[src/rtl/lcd_bus_ctrl_if.sv]
// LCD register/pin bundle between the LSU-side driver and lcd_bus_ctrl.
// The controller connects through the slave modport. The LSU/board side
// connects through the master modport.
interface lcd_bus_ctrl_if;
  logic [31:0] i_io_lcd;       // LCD register word from the LSU
  logic [7:0]  i_lcd_rdata;    // byte returned by the LCD pins on a read
  logic [7:0]  o_lcd_data;     // LCD data bus value
  logic        o_lcd_data_oe;  // 1 = drive the data bus
  logic        o_lcd_rs;       // register select
  logic        o_lcd_rw;       // 1 = read, 0 = write
  logic        o_lcd_en;       // enable strobe
  logic        o_lcd_on;       // power/backlight
  logic        o_lcd_busy;     // cycle or execution wait in progress
  logic [7:0]  o_lcd_rdata;    // last captured read byte

  modport slave (
    input  i_io_lcd, i_lcd_rdata,
    output o_lcd_data, o_lcd_data_oe, o_lcd_rs, o_lcd_rw, o_lcd_en,
           o_lcd_on, o_lcd_busy, o_lcd_rdata
  );

  modport master (
    output i_io_lcd, i_lcd_rdata,
    input  o_lcd_data, o_lcd_data_oe, o_lcd_rs, o_lcd_rw, o_lcd_en,
           o_lcd_on, o_lcd_busy, o_lcd_rdata
  );
endinterface

[src/rtl/lcd_bus_ctrl.sv]
// HD44780-style character LCD bus sequencer.
// A rising edge on the EN request bit of the LSU's LCD register launches one
// bus cycle: address setup, enable pulse, hold, then the command-execution
// wait for writes. Clear and home commands get the long wait. One further
// request can be parked while a cycle runs. If several arrive, the last one
// is kept. All pins are registered.
module lcd_bus_ctrl #(
  parameter int T_SETUP     = 3,
  parameter int T_PULSE     = 25,
  parameter int T_HOLD      = 2,
  parameter int T_EXEC      = 2000,
  parameter int T_EXEC_LONG = 82000,
  parameter int CNT_W       = 17
) (
  input logic           i_clk,
  input logic           i_reset,
  lcd_bus_ctrl_if.slave bus
);

  typedef enum logic [2:0] {
    S_IDLE,
    S_SETUP,
    S_PULSE,
    S_HOLD,
    S_EXEC
  } state_t;

  // Fields of one LCD bus cycle as captured from the register word.
  typedef struct packed {
    logic       rw;
    logic       rs;
    logic [7:0] data;
  } req_t;

  state_t           state, state_n;
  logic [CNT_W-1:0] timer, timer_n;
  logic [CNT_W-1:0] state_last;
  logic             last_cycle;
  logic             is_long;
  logic             done;

  logic             en_prev;
  logic             req;
  req_t             req_fields;
  req_t             cur, cur_n;
  req_t             pend, pend_n;
  logic             pending, pending_n;

  logic [7:0]       data_n;
  logic             oe_n, rs_n, rw_n, en_n, busy_n;

  // Bits [30:11] of the register word carry nothing for this block.
  logic             unused_io_bits;
  assign unused_io_bits = ^bus.i_io_lcd[30:11];

  // A request is the rising edge of the EN bit. A held level never retriggers.
  assign req        = bus.i_io_lcd[8] & ~en_prev;
  assign req_fields = {bus.i_io_lcd[10], bus.i_io_lcd[9], bus.i_io_lcd[7:0]};

  // Clear (0x01) and home (0x02/0x03) are the slow instructions.
  assign is_long    = ~cur.rs & ~cur.rw & (cur.data[7:2] == 6'd0);

  // Terminal timer count of the current state.
  always_comb begin
    // NOTE: every signal written in a combinational block gets a default
    // first, so no path can leave it unassigned and infer a latch.
    state_last = '0;
    case (state)
      S_SETUP: state_last = CNT_W'(T_SETUP - 1);
      S_PULSE: state_last = CNT_W'(T_PULSE - 1);
      S_HOLD:  state_last = CNT_W'(T_HOLD - 1);
      S_EXEC:  state_last = is_long ? CNT_W'(T_EXEC_LONG - 1) : CNT_W'(T_EXEC - 1);
      default: state_last = '0;
    endcase
  end

  assign last_cycle = (timer == state_last);

  // State register with the timer, request history and request slots.
  always_ff @(posedge i_clk or posedge i_reset) begin
    if (i_reset) begin
      state   <= S_IDLE;
      timer   <= '0;
      en_prev <= 1'b0;
      cur     <= '0;
      pend    <= '0;
      pending <= 1'b0;
    end else begin
      // NOTE: sequential state uses non-blocking assignments so every flop
      // samples pre-edge values regardless of statement order.
      state   <= state_n;
      timer   <= timer_n;
      en_prev <= bus.i_io_lcd[8];
      cur     <= cur_n;
      pend    <= pend_n;
      pending <= pending_n;
    end
  end

  // Next-state logic: phase sequencing, request parking and the done path.
  always_comb begin
    state_n   = state;
    timer_n   = timer + CNT_W'(1);
    cur_n     = cur;
    pend_n    = pend;
    pending_n = pending;
    done      = 1'b0;

    case (state)
      S_IDLE: begin
        timer_n = '0;
        if (req) begin
          state_n = S_SETUP;
          cur_n   = req_fields;
        end
      end
      S_SETUP: begin
        if (last_cycle) begin
          state_n = S_PULSE;
          timer_n = '0;
        end
      end
      S_PULSE: begin
        if (last_cycle) begin
          state_n = S_HOLD;
          timer_n = '0;
        end
      end
      S_HOLD: begin
        if (last_cycle) begin
          timer_n = '0;
          // Reads have no execution wait.
          if (cur.rw) done    = 1'b1;
          else        state_n = S_EXEC;
        end
      end
      S_EXEC: begin
        if (last_cycle) done = 1'b1;
      end
      default: begin
        state_n = S_IDLE;
        timer_n = '0;
      end
    endcase

    // A request that arrives mid-cycle is parked. A newer one overwrites it.
    if (state != S_IDLE && req) begin
      pend_n    = req_fields;
      pending_n = 1'b1;
    end

    // Done path: launch the newest waiting request back-to-back, or go idle.
    // A request edge in this very cycle counts as the newest.
    if (done) begin
      timer_n = '0;
      if (req) begin
        state_n   = S_SETUP;
        cur_n     = req_fields;
        pending_n = 1'b0;
      end else if (pending) begin
        state_n   = S_SETUP;
        cur_n     = pend;
        pending_n = 1'b0;
      end else begin
        state_n   = S_IDLE;
      end
    end
  end

  // Output decode from the next state. The pins change together with the state.
  always_comb begin
    busy_n = (state_n != S_IDLE);
    en_n   = (state_n == S_PULSE);
    oe_n   = ((state_n == S_SETUP) || (state_n == S_PULSE) || (state_n == S_HOLD))
             & ~cur_n.rw;
    rs_n   = bus.o_lcd_rs;
    rw_n   = bus.o_lcd_rw;
    data_n = bus.o_lcd_data;
    // While idle the address/data pins keep their last values.
    if (busy_n) begin
      rs_n   = cur_n.rs;
      rw_n   = cur_n.rw;
      data_n = cur_n.data;
    end
  end

  // Pin registers, power follower and read-data capture.
  always_ff @(posedge i_clk or posedge i_reset) begin
    if (i_reset) begin
      bus.o_lcd_data    <= '0;
      bus.o_lcd_data_oe <= 1'b0;
      bus.o_lcd_rs      <= 1'b0;
      bus.o_lcd_rw      <= 1'b0;
      bus.o_lcd_en      <= 1'b0;
      bus.o_lcd_on      <= 1'b0;
      bus.o_lcd_busy    <= 1'b0;
      bus.o_lcd_rdata   <= '0;
    end else begin
      bus.o_lcd_data    <= data_n;
      bus.o_lcd_data_oe <= oe_n;
      bus.o_lcd_rs      <= rs_n;
      bus.o_lcd_rw      <= rw_n;
      bus.o_lcd_en      <= en_n;
      bus.o_lcd_on      <= bus.i_io_lcd[31];
      bus.o_lcd_busy    <= busy_n;
      // Sample the LCD's read data at the end of the enable pulse.
      if (state == S_PULSE && last_cycle && cur.rw) begin
        bus.o_lcd_rdata <= bus.i_lcd_rdata;
      end
    end
  end

endmodule

[src/flat_wrapper.sv]
// flat-port wrapper written by rule: the top's interface ports become plain ports
module lcd_bus_ctrl_flat 
#(
  parameter int T_SETUP     = 3,
  parameter int T_PULSE     = 25,
  parameter int T_HOLD      = 2,
  parameter int T_EXEC      = 2000,
  parameter int T_EXEC_LONG = 82000,
  parameter int CNT_W       = 17
)
  (i_clk, i_reset, bus_i_io_lcd, bus_i_lcd_rdata, bus_o_lcd_data, bus_o_lcd_data_oe, bus_o_lcd_rs, bus_o_lcd_rw, bus_o_lcd_en, bus_o_lcd_on, bus_o_lcd_busy, bus_o_lcd_rdata);
  lcd_bus_ctrl_if bus_i ();
  input logic i_clk;
  input logic i_reset;
  input wire logic [$bits(bus_i.i_io_lcd)-1:0] bus_i_io_lcd;
  input wire logic [$bits(bus_i.i_lcd_rdata)-1:0] bus_i_lcd_rdata;
  output wire logic [$bits(bus_i.o_lcd_data)-1:0] bus_o_lcd_data;
  output wire logic [$bits(bus_i.o_lcd_data_oe)-1:0] bus_o_lcd_data_oe;
  output wire logic [$bits(bus_i.o_lcd_rs)-1:0] bus_o_lcd_rs;
  output wire logic [$bits(bus_i.o_lcd_rw)-1:0] bus_o_lcd_rw;
  output wire logic [$bits(bus_i.o_lcd_en)-1:0] bus_o_lcd_en;
  output wire logic [$bits(bus_i.o_lcd_on)-1:0] bus_o_lcd_on;
  output wire logic [$bits(bus_i.o_lcd_busy)-1:0] bus_o_lcd_busy;
  output wire logic [$bits(bus_i.o_lcd_rdata)-1:0] bus_o_lcd_rdata;
  assign bus_i.i_io_lcd = bus_i_io_lcd;
  assign bus_i.i_lcd_rdata = bus_i_lcd_rdata;
  assign bus_o_lcd_data = bus_i.o_lcd_data;
  assign bus_o_lcd_data_oe = bus_i.o_lcd_data_oe;
  assign bus_o_lcd_rs = bus_i.o_lcd_rs;
  assign bus_o_lcd_rw = bus_i.o_lcd_rw;
  assign bus_o_lcd_en = bus_i.o_lcd_en;
  assign bus_o_lcd_on = bus_i.o_lcd_on;
  assign bus_o_lcd_busy = bus_i.o_lcd_busy;
  assign bus_o_lcd_rdata = bus_i.o_lcd_rdata;
  lcd_bus_ctrl #(.T_SETUP(T_SETUP), .T_PULSE(T_PULSE), .T_HOLD(T_HOLD), .T_EXEC(T_EXEC), .T_EXEC_LONG(T_EXEC_LONG), .CNT_W(CNT_W)) u_core (.i_clk(i_clk), .i_reset(i_reset), .bus(bus_i));
endmodule
[config.mk]
export PLATFORM = sky130hd
export DESIGN_NAME = lcd_bus_ctrl_flat
export DESIGN_NICKNAME = d
export VERILOG_FILES = /design/src/rtl/lcd_bus_ctrl_if.sv /design/src/rtl/lcd_bus_ctrl.sv /design/src/flat_wrapper.sv
export SDC_FILE = /design/constraint.sdc
export NUM_CORES = 1
export LEC_CHECK = 0
export BUFFER_PORTS_ARGS = -buffer_cell sky130_fd_sc_hd__buf_2
export CAP_MARGIN = 15
export CORE_ASPECT_RATIO = 0.6
export CORE_UTILIZATION = 33
export CTS_CLUSTER_DIAMETER = 60
export DETAILED_ROUTE_END_ITERATION = 8
export GPL_TIMING_DRIVEN = 0
export PLACE_DENSITY = 0.59
export RECOVER_POWER = 25
export SLEW_MARGIN = 10
export SYNTH_ARGS = -nofsm -noshare
export SYNTH_HDL_FRONTEND = slang
export SYNTH_SLANG_ARGS = --single-unit
[constraint.sdc]
create_clock -name i_clk -period 2.7 [get_ports i_clk]
set_input_delay 0.27 -clock i_clk [delete_from_list [all_inputs] [get_ports i_clk]]
set_output_delay 0.27 -clock i_clk [all_outputs]
set_load 0.01 [all_outputs]
==> results by group <==
Logic synthesis
  • Synth area leaders: dfrtp_1 (52%), mux2_2 (7.3%), nor2_1 (3.6%), nand2_1 (3.5%), xor2_1 (2.5%)
  • FFs w/ async S/R, synth: 100%
  • Largest area contributor in the netlist: dfrtp_1
  • Ys Warns: 0
  • Synth Net Count: ~330
  • Most common cell in the netlist: dfrtp_1
  • Synthesized area: slightly above 3000 um^2
  • Share of the synthesized area in the top cell type: 51.7%
  • Distinct cells, synth: 52
  • Post-synth EDFFs: 0
  • Primary FF master, synth: dfrtp_1
  • Cells after synthesis: 291
  • Sequential element share of the synthesized area: 51.7%
  • Top cells by count, synth: dfrtp_1 (64), nor2_1 (30), nand2_1 (29)
  • Flops & latches, synth: 64
  • Syn avg cell area: 10.6 um^2

CTS
  • H-tree depth: 3
  • Clk_lat worst skew: about 330 ps
  • CTS tree: yes
  • CTS Buf Count: 9
  • Clk Tree Root Cell: clkbuf_16
  • CTS clock-pin slew for the worst setup and hold paths: 50 ps
  • Clock buffer depth: 2
  • Clock sinks: 64

Global routing
  • Largest net degree at the start of global routing: 65
  • First-pass GRT wire length: 11.9 mm
  • Gr ovfl total: 0
  • Initial antenna violation count: 0
  • Vias in the first global route: between 2,000 and 2,500
  • GRT Total Usage: 16.2%

Place
  • I/O Buffers: between 40 and 50
  • Routability cong.: roughly 0.82
  • DP Worst Slack: -541 ps
  • Placed inst area: about 3500 um^2
  • Hpwl dp: 4.95 mm

Run
  • Max-cap violations: 0

Timing
  • Actual slew at the worst max-slew pin: 1330 ps
  • Final Hold Viols: 0
  • Final worst slack: -259 ps
  • Final period utilization: 110%
  • Rel. slew slack: 11.1%
  • RSZ-0062 raised after global routing: yes
  • Peak Freq: 0.338 GHz
  • Hold WS: around 54 ps
  • Setup Skew: about 5.5 ps
  • Final Setup Violations: 17
  • Tmin final: 2960 ps
  • Pins Over Slew Limit: 0

Min path
  • HP Class: in -> reg

Route
  • DR vias: 2,422
  • Pre-antenna DRT Iters: 4
  • Post-DR wirelength/cell: 15.3 um
  • Final WL: 7.53 mm
  • DRT iter0 DRCs: 104
  • DRC: 0
  • Vias per Instance: ~4.9
  • ANT nets after route: 0

Critical path
  • Critical setup path kind: reg -> reg
  • Critical Path Source Type: flop
  • Arr. time, crit path: 3170 ps
  • Crit Path Max Fanout: 9
  • Crit path required time: 2910 ps
  • CP endpoint kind: flop

Power and ir drop
  • Total power divided by cell area: 1140 nW/um^2
  • P_leak: 1.85 nW
  • Peak supply drop: 0.000579 V

Cells and area
  • Fin area: 4120 um^2
  • # fillers: just over 800
  • Share of layout cells above drive strength 1: 38.8%
  • Synthesis-to-layout area growth: 33.1%
  • N_diodes: 0
  • Layout Nets: 404

Run status
  • Outcome: finished with violations
  • Failing checks: setup timing

Die
  • Number of top-level pins: 64
  • Die Span X: 127 um
  • Core Footprint: 8820 um^2
  • FP Rows: 26
  • Die area: 9790 um^2
  • Die height: 77.1 um
  • Starting Density: 35.1%
## critical path, stage by stage, from the launching register on
cell,delay [ps]
dfrtp_1,350
buf_2,160
maj3_2,310
mux2_2,270
a211oi_2,330
nor4b_4,100
buf_4,160
and2_4,160
a32o_2,280
or2_4,280
buf_12,150
mux2_4,290
## cells by family after synthesis
group	count (synthesis)	share of synthesized area, %
mux	28	10.5
xor+xnor	16	4.52
compound gates	46	10.7
fa+ha+maj	2	0.767
simple gates	111	18.3
buf+inv	24	3.55
flops	64	51.7
## layout make-up
cell class	instances	area, um^2	share of cell area, %
clock inverters	3	40.0	0.971
repair buffers	60	369	8.95
plain buffers	16	111	2.70
multi-input cells	203	1550	37.7
well taps	126	158	3.82
flip-flops and latches	64	1600	38.9
inverters	7	26.3	0.637
clock buffers	13	260	6.31
## cell usage in the layout (no fill, tap or decap), types with 4 or more instances in the layout
| cell | Yosys | layout |
|---|---|---|
| a211oi_2 | 3 | 4 |
| a21oi_1 | 5 | 4 |
| a31oi_1 | 11 | 6 |
| and3_1 | 8 | 7 |
| buf_2 | 4 | 44 |
| buf_4 | 0 | 14 |
| buf_6 | 2 | 7 |
| clkbuf_1 | 9 | 7 |
| clkbuf_16 | 0 | 9 |
| dfrtp_1 | 64 | 62 |
| inv_1 | 6 | 5 |
| mux2_2 | 20 | 20 |
| mux2_4 | 4 | 4 |
| mux2i_1 | 4 | 4 |
| nand2_1 | 29 | 29 |
| nand3_1 | 9 | 8 |
| nor2_1 | 30 | 29 |
| nor3_1 | 9 | 8 |
| o22ai_1 | 8 | 6 |
| xnor2_1 | 7 | 7 |
| xor2_1 | 9 | 9 |
## final timing paths
path	startpoint	endpoint	slack, ps	cells after the start
worst max register to register	u_core.state[0]	u_core.bus.o_lcd_rw	-260	11
worst min-delay path	bus_i_io_lcd[31]	u_core.bus.o_lcd_on	50	1
worst min register to register	u_core.bus.o_lcd_rdata[4]	u_core.bus.o_lcd_rdata[4]	500	1
min in group asynchronous	i_reset	u_core.bus.o_lcd_rdata[5]	330	2
worst max-delay path	u_core.state[0]	u_core.bus.o_lcd_rw	-260	11
max in group asynchronous	i_reset	u_core.state[2]	1480	2
## state kept, by name (all words and copies together) (netlist names), 3 cells and up
| signal | count |
|---|---|
| u_core.timer | 17 |
| u_core.pend | 10 |
| u_core.bus.o_lcd_data | 8 |
| u_core.cur | 10 |
| u_core.bus.o_lcd_rdata | 8 |
| u_core.state | 3 |
## power by group
part           internal [W]  leakage (nW)  switching (W)
registers           0.00130         0.782       0.000220
logic              0.000987         0.920        0.00103
clock network      0.000761         0.150       0.000392
total               0.00305          1.85        0.00164
## metal layers
layer / share of wire [%] / global-route usage [%] / routed length (um) / vias up
met2: 38 / 20.3 / 2830 / 93
met4: 0.76 / 4.88 / 57 / 0
li1: - / - / - / 1177
met3: 6.7 / 5.65 / 507 / 5
met5: 0 / 0 / 0 / -
met1: 55 / 25.1 / 4130 / 1147
## per-stage QoR
stage | TNS (ps) | power [W] | util [%] | instances
floorplan | -104 | 0.00267 | - | 291
global placement | -10320 | 0.00312 | 39.5 | 460
detailed placement | -11010 | 0.00315 | 39.6 | 460
CTS | -3980 | 0.00457 | 45.2 | 488
global route | -4400 | 0.00499 | 46.8 | 492
finish | -2440 | 0.00469 | 46.8 | 492
## repair_timing
action	CTS	global route
gates cloned	1	0
hold endpoints to repair	0	0
pin swaps	10	3
endpoints found under the setup margin	37	41
setup buffers	12	4
hold buffers	0	0
resized for setup	23	29
Power figures use the tool's default switching activity.
